[config.mk]
export PLATFORM = sky130hd
export DESIGN_NAME = pipeline_hazard_ctrl
export DESIGN_NICKNAME = d
export VERILOG_FILES = /design/src/rtl/pipeline_hazard_ctrl.sv
export SDC_FILE = /design/constraint.sdc
export NUM_CORES = 1
export LEC_CHECK = 0
export ABC_AREA = 1
export CAP_MARGIN = 30
export CORE_MARGIN = 4
export CORE_UTILIZATION = 35
export DETAILED_ROUTE_END_ITERATION = 10
export MAX_ROUTING_LAYER = met4
export PLACE_DENSITY = 0.72
export SLEW_MARGIN = 20
export SYNTH_ARGS = -nofsm -noshare
export SYNTH_HDL_FRONTEND = slang
export SYNTH_SLANG_ARGS = --single-unit
[constraint.sdc]
create_clock -name CLK -period 3 [get_ports CLK]
set_input_delay 0.75 -clock CLK [delete_from_list [all_inputs] [get_ports CLK]]
set_output_delay 0.75 -clock CLK [all_outputs]
set_load 0.05 [all_outputs]
[src/rtl/pipeline_hazard_ctrl.sv]
// pipeline_hazard_ctrl: stall/flush/forwarding control plus SPI data-memory wait FSM
module pipeline_hazard_ctrl #(
  parameter int TIMEOUT_CYCLES = 1024,
  parameter int CNT_W = 16
) (
  input  logic       CLK,
  input  logic       CLR_N,
  input  logic [4:0] Rs1D,
  input  logic [4:0] Rs2D,
  input  logic [4:0] Rs1E,
  input  logic [4:0] Rs2E,
  input  logic [4:0] RdE,
  input  logic [4:0] RdM,
  input  logic [4:0] RdW,
  input  logic       RegWriteM,
  input  logic       RegWriteW,
  input  logic [1:0] ResultSrcE,
  input  logic       PCSrcE,
  input  logic       MemAccessM,
  input  logic       mem_ack,
  output logic       mem_req,
  output logic       StallF,
  output logic       StallD,
  output logic       StallE,
  output logic       StallM,
  output logic       FlushD,
  output logic       FlushE,
  output logic       FlushW,
  output logic [1:0] ForwardAE,
  output logic [1:0] ForwardBE,
  output logic       mem_err
);
  localparam logic [1:0] IDLE = 2'd0, WAIT = 2'd1, DONE = 2'd2;
  logic [1:0] state, nextState;
  logic [CNT_W-1:0] waitCnt;
  logic timeout, lwStall, memStall;
  assign timeout = waitCnt == CNT_W'(TIMEOUT_CYCLES - 1);
  assign mem_req = state == WAIT;
  assign memStall = (state == IDLE && MemAccessM) || state == WAIT;
  assign lwStall = ResultSrcE == 2'b01 && RdE != 5'd0 && (RdE == Rs1D || RdE == Rs2D);
  assign ForwardAE = (RegWriteM && RdM != 5'd0 && RdM == Rs1E) ? 2'b10 :
                     (RegWriteW && RdW != 5'd0 && RdW == Rs1E) ? 2'b01 : 2'b00;
  assign ForwardBE = (RegWriteM && RdM != 5'd0 && RdM == Rs2E) ? 2'b10 :
                     (RegWriteW && RdW != 5'd0 && RdW == Rs2E) ? 2'b01 : 2'b00;
  always_comb
    nextState = (state == IDLE) ? (MemAccessM ? WAIT : IDLE) :
                (state == WAIT) ? ((mem_ack || timeout) ? DONE : WAIT) : IDLE;
  // a frozen pipeline ignores load-use and defers redirects until release
  always_comb begin
    StallF = memStall | lwStall;
    StallD = memStall | lwStall;
    StallE = memStall;
    StallM = memStall;
    FlushW = memStall;
    FlushD = !memStall && PCSrcE;
    FlushE = !memStall && (lwStall || PCSrcE);
  end
  always_ff @(posedge CLK or negedge CLR_N)
    if (!CLR_N) begin
      state <= IDLE;
      waitCnt <= '0;
      mem_err <= 1'b0;
    end else begin
      state <= nextState;
      waitCnt <= (mem_req && !mem_ack && !timeout) ? waitCnt + 1'b1 : '0;
      mem_err <= mem_err | (mem_req && !mem_ack && timeout);
    end
endmodule

# Yosys cells after proc, flatten, opt, wreduce, memory -nomap -nowiden
# Cells that the tools add are included.
[op_classes] n_bitwise=2 n_eq_ne=9 reduce_logical=25 mux=9 n_addsub=1
[ops] cell="5-bit == test" n=6
[ops] cell="16-bit by 1-bit adder with 16-bit output, second input constant" n=1
[ops] cell="16-bit by 10-bit == test with 1-bit output, second input constant" n=1
[ops] cell="16-bit 2-to-1 mux" n=1
[ops] cell="5-bit nonzero test" n=3
[ops] cell="1-bit logical AND" n=14
[ops] cell="2-bit 2-to-1 mux" n=5
[ops] cell="2-bit by 1-bit == test with 1-bit output, second input constant" n=2
[ops] cell="1-bit logical OR" n=4
[ops] cell="1-bit logical NOT" n=3
[ops] cell="1-bit 2-to-1 mux" n=3
[ops] cell="2-bit logical NOT" n=1
[ops] cell="1-bit OR" n=2
[word_totals] in_bits=44 reg_bits=19

# Depth between registers and ports, before layout
# Gate-level depths: netlist (run 1).
[depth] depth_word=5 ltp_mapped=9 mapped_depth_nobuf=9

# Worst setup path after synthesis (run 1)
# Ideal clock, no wire load.
[synth_path] path_kind="in2out" from="in RdM[1]" to="out ForwardAE[0]" n_path_buf=0 t_arrival_ns=2.653 setup_slack_ns=-0.403 path_stages=4 required_ns=2.250 cell_sequence="xnor2_1 nand2_1 nor3_1 nor2_1"
[synth_via] elab_chain_len=4 elab_cells_between_ends=5 classes_between="1 x eq/ne; 1 x mux; 3 x reduce/logical"
[synth_rtl] element="start: declaration" line="13" rtl="input logic [4:0] RdM,"
[synth_rtl] element="5-bit nonzero test" line="41" rtl="assign ForwardAE = (RegWriteM && RdM != 5'd0 && RdM == Rs1E) ? 2'b10 :"
[synth_rtl] element="1-bit logical AND" line="41"
[synth_rtl] element="1-bit logical AND (*)" line="41"
[synth_rtl] element="2-bit 2-to-1 mux (*)" line="41"
[synth_rtl] element="end: declaration" line="29" rtl="output logic [1:0] ForwardAE,"
# Mark *: on every way between the ends. The rest lies on a longest branch, timed or not.

# Worst setup path after layout (run 1)
[layout_path] from="in RdM[0]" to="out ForwardAE[0]"
# Same word-level chain as after synthesis.

==> run_results.csv, run 1 <==
group,metric,value,unit
flow_run,drv_cap,0,
floorplanning,io_pins,57,
pwr,intPower,550,uW
cells_and_area,diodes,0,
timing,tns,0,ns
detailed_routing,first_pass_iters,4,
detailed_routing,drt_iter0_drc,40,
setup_path,path_common_cell,"nor2_1",
setup_path,start_kind,"input port",
logic_synthesis,syn-num-nets,270,
logic_synthesis,ys_seq_area_share,30.5,%
timing,period_minus_slack,2.90,ns
logic_synthesis,async_reset_ff_share,100,%
logic_synthesis,synthCells,225,
cells_and_area,drive_gt1_share,11.7,%
timing,setup_viol,0,
detailed_routing,drt_drc_violations_left,0,
setup_path,reg2regPathDepth,8,
floorplanning,coreArea,4320,sq um
pwr,switching_power,313,uW
clocking,clkTransAtPathRegs,0.06,ns
clocking,cts_tree,"built",
timing,hold_viol_final,0,
logic_synthesis,yosysMostFrequentCell,"nand2_1",
logic_synthesis,synth_cell_types,26,
detailed_routing,avgRoutedWirePerCell,12.1,um
pwr,pwr-share-clk,20.2,%
setup_path,cp_slowest_stage_delay,0.48,ns
pwr,pwr-share-seq,31.8,%
min_path,hold_class,"flip-flop to flip-flop",
timing,period_share,96.6,%
clocking,hold_buffers,0,
pwr,p_sw_share,36.3,%
clocking,clock-sinks,19,
pwr,power,863,uW
setup_path,required,2.25,ns
logic_synthesis,ys_ff_latch,19,
placement,place.gp.congestion,0.890,
setup_path,cp-end-kind,"output port",
timing,max_freq,345,MHz
timing,rsz0062_at_grt,"no",
floorplanning,die_area,5590,sq um
logic_synthesis,netlist_area,1560,sq um
logic_synthesis,yosys-top-cells-count,"nand2_1 (48), nor2_1 (41), inv_1 (32), dfrtp_1 (19), nand3_1 (19)",
cells_and_area,synthToLayoutAreaGrowth,49.4,%
pwr,comb_power_share,48.0,%
placement,placedInstanceArea,2270,sq um
logic_synthesis,synth_area_leader_cell,"dfrtp_1",
detailed_routing,vias,1571,
cells_and_area,multi_input_area,942,sq um
logic_synthesis,netlist_top_cells_area,"dfrtp_1 (30%), nand2_1 (12%), nor2_1 (9.9%), xnor2_1 (9.0%), inv_1 (7.7%)",
floorplanning,die_h,74.7,um
floorplanning,num_rows,24,
detailed_routing,drt_wl_total,4.07,mm
placement,place_inst,331,
global_route,antenna_found_initial,0,
global_route,grt_overflow,0,
pwr,power.density,371,nW/um^2
timing,finalWorstSetupSlack,0.103,ns
timing,slew_violations,0,
timing,tightest_slew,0.829,ns
clocking,root_buffer,"clkbuf_8",
setup_path,arrival,2.15,ns
setup_path,path_class,"input port to output port",
pwr,leakage,1.11,nW
pwr,ir_worst_vdd,373,uV
status,outcome,"completed",
global_route,grt_pass1_wl,6.81,mm
global_route,track_usage,16.2,%
global_route,grt_max_degree,20,
clocking,cts_max_level,1,
logic_synthesis,syn_avg_cell_area,6.93,sq um
placement,place_ws,0.00710,ns
placement,hpwl,3.40,mm
clocking,cts_buffer_depth,2,
placement,portBuffers,56,
timing,maxSlewHeadroom,44.6,%
floorplanning,start_util,36.1,%
logic_synthesis,yosysWarningCount,0,
setup_path,worstPathCellList,"clkdlybuf4s50_1 > nor2_1 > nand2_1 > o21ai_1 > nor3_2 > nor2_1 > buf_12",
detailed_routing,vias_per_cell,4.69,
cells_and_area,num-fill-cells,420,
detailed_routing,drtAntennaViolNets,0,
floorplanning,die_w,74.7,um
cells_and_area,seq_area,475,sq um
global_route,grt_pass1_vias,1557,
setup_path,crit_fanout,3,
setup_path,critical_path.slowest_cell,"clkdlybuf4s50_1",
logic_synthesis,synth_edf_count,0,
logic_synthesis,ys.flop_type,"dfrtp_1",
logic_synthesis,synth_top_area_share,30.5,%
min_path,min_path_cells,1,
cells_and_area,layout.nets,329,
cells_and_area,finalNonFillerCells,335,
timing,clock_skew,0.00374,ns
cells_and_area,fin_area,2330,sq um
clocking,clock_latency,0.26,ns
clocking,cts_buffers,3,
==> kinds of logic after synthesis <==
family / after synthesis / synth area share [%]
flops: 19 / 30.5
buf+inv: 38 / 10.6
simple gates: 131 / 39.6
fa+ha+maj: 1 / 0.802
xor+xnor: 25 / 14.0
compound gates: 11 / 4.41
==> state kept, by name, summed over array words and instances, names as in the netlist <==
register and count:
mem_err 1, state 2, waitCnt 16
==> power groups by stage <==
stage / Clock, mW / Combinational [mW] / Sequential [mW]
final: 0.175 / 0.414 / 0.274
after global routing: 0.194 / 0.439 / 0.275
after CTS: 0.183 / 0.412 / 0.274
after detailed placement: 0 / 0.411 / 0.279
after global placement: 0 / 0.407 / 0.278
after floorplan: 0 / 0.226 / 0.277
==> cells in the final DEF, fill, tap and decap left out <==
master           synthesis  final
nand2_1                 48     47
clkdlybuf4s50_1          0     45
nor2_1                  41     41
inv_1                   32     32
nand3_1                 19     19
dfrtp_1                 19     19
xnor2_1                 16     16
buf_12                   0     10
xor2_1                   9      9
nor3_1                   9      7
nand2_2                  2      3
nand4_1                  3      3
a21oi_1                  4      3
nor3_2                   1      3
clkbuf_8                 0      3
buf_4                    3      3
inv_2                    2      2
nand2_4                  2      2
nand3b_1                 2      2
a31oi_1                  2      2
o21ai_0                  3      2
nand3_4                  1      1
nor2_8                   1      1
nor2_4                   1      1
nor3_4                   1      1
o31ai_2                  1      1
o21ai_1                  0      1
a21oi_4                  0      1
a31o_2                   1      1
ha_1                     1      1
clkbuf_1                 0      1
==> routing by layer <==
layer / up-vias / track usage (%) / routed length (um)
met3: 9 / 2.40 / 264
met1: 687 / 17.8 / 1730
li1: 824 / - / -
met2: 51 / 28.6 / 1960
met5: - / - / 0
met4: 0 / 7.31 / 112
==> critical path: cells and delay by family <==
family	cells	cell delay, ns
buffers and inverters	2	0.65
AO/OA/AOI/OAI	1	0.24
AND/OR/NAND/NOR	4	0.50
==> worst paths after layout <==
check,start,to,slack [ns]
worst min register to register,state[0]$_DFF_PN0_,state[0]$_DFF_PN0_,0.46
max in group asynchronous,CLR_N,waitCnt[6]$_DFF_PN0_,1.52
worst min-delay path,state[0]$_DFF_PN0_,state[0]$_DFF_PN0_,0.46
min in group asynchronous,CLR_N,waitCnt[12]$_DFF_PN0_,0.97
worst max-delay path,RdM[0],ForwardAE[0],0.10
worst max register to register,waitCnt[0]$_DFF_PN0_,state[0]$_DFF_PN0_,1.52
==> cell type report <==
cell class	count	area share [%]
Tap cell	52	2.79
Clock buffer	4	1.93
Timing Repair Buffer	58	28.9
Sequential cell	19	20.4
Multi-Input combinational cell	168	40.5
Inverter	34	5.48
==> repair_timing <==
item,in CTS,in global routing
resized for setup,0,3
endpoints found under the setup margin,0,4
buffers inserted,0,0
==> stage by stage <==
step,hold slack [ns],utilization (%)
final,0.463,53.8
after global routing,0.478,53.8
after CTS,0.466,53.6
after detailed placement,0.456,52.6
after global placement,0.448,52.6
after floorplan,0.430,-
Note: power is estimated with default switching activity, not from simulation.
==> inputs of run 2 (changes only) <==
--- a/config.mk
+++ b/config.mk
@@ -10,9 +10,9 @@
 export CORE_MARGIN = 4
 export CORE_UTILIZATION = 35
 export DETAILED_ROUTE_END_ITERATION = 10
+export GPL_ROUTABILITY_DRIVEN = 0
 export MAX_ROUTING_LAYER = met4
 export PLACE_DENSITY = 0.72
-export SLEW_MARGIN = 20
 export SYNTH_ARGS = -nofsm -noshare
 export SYNTH_HDL_FRONTEND = slang
 export SYNTH_SLANG_ARGS = --single-unit
==> results of run 2 <==
Same layout as run 1: the final DEF is identical, and so are final timing and power.
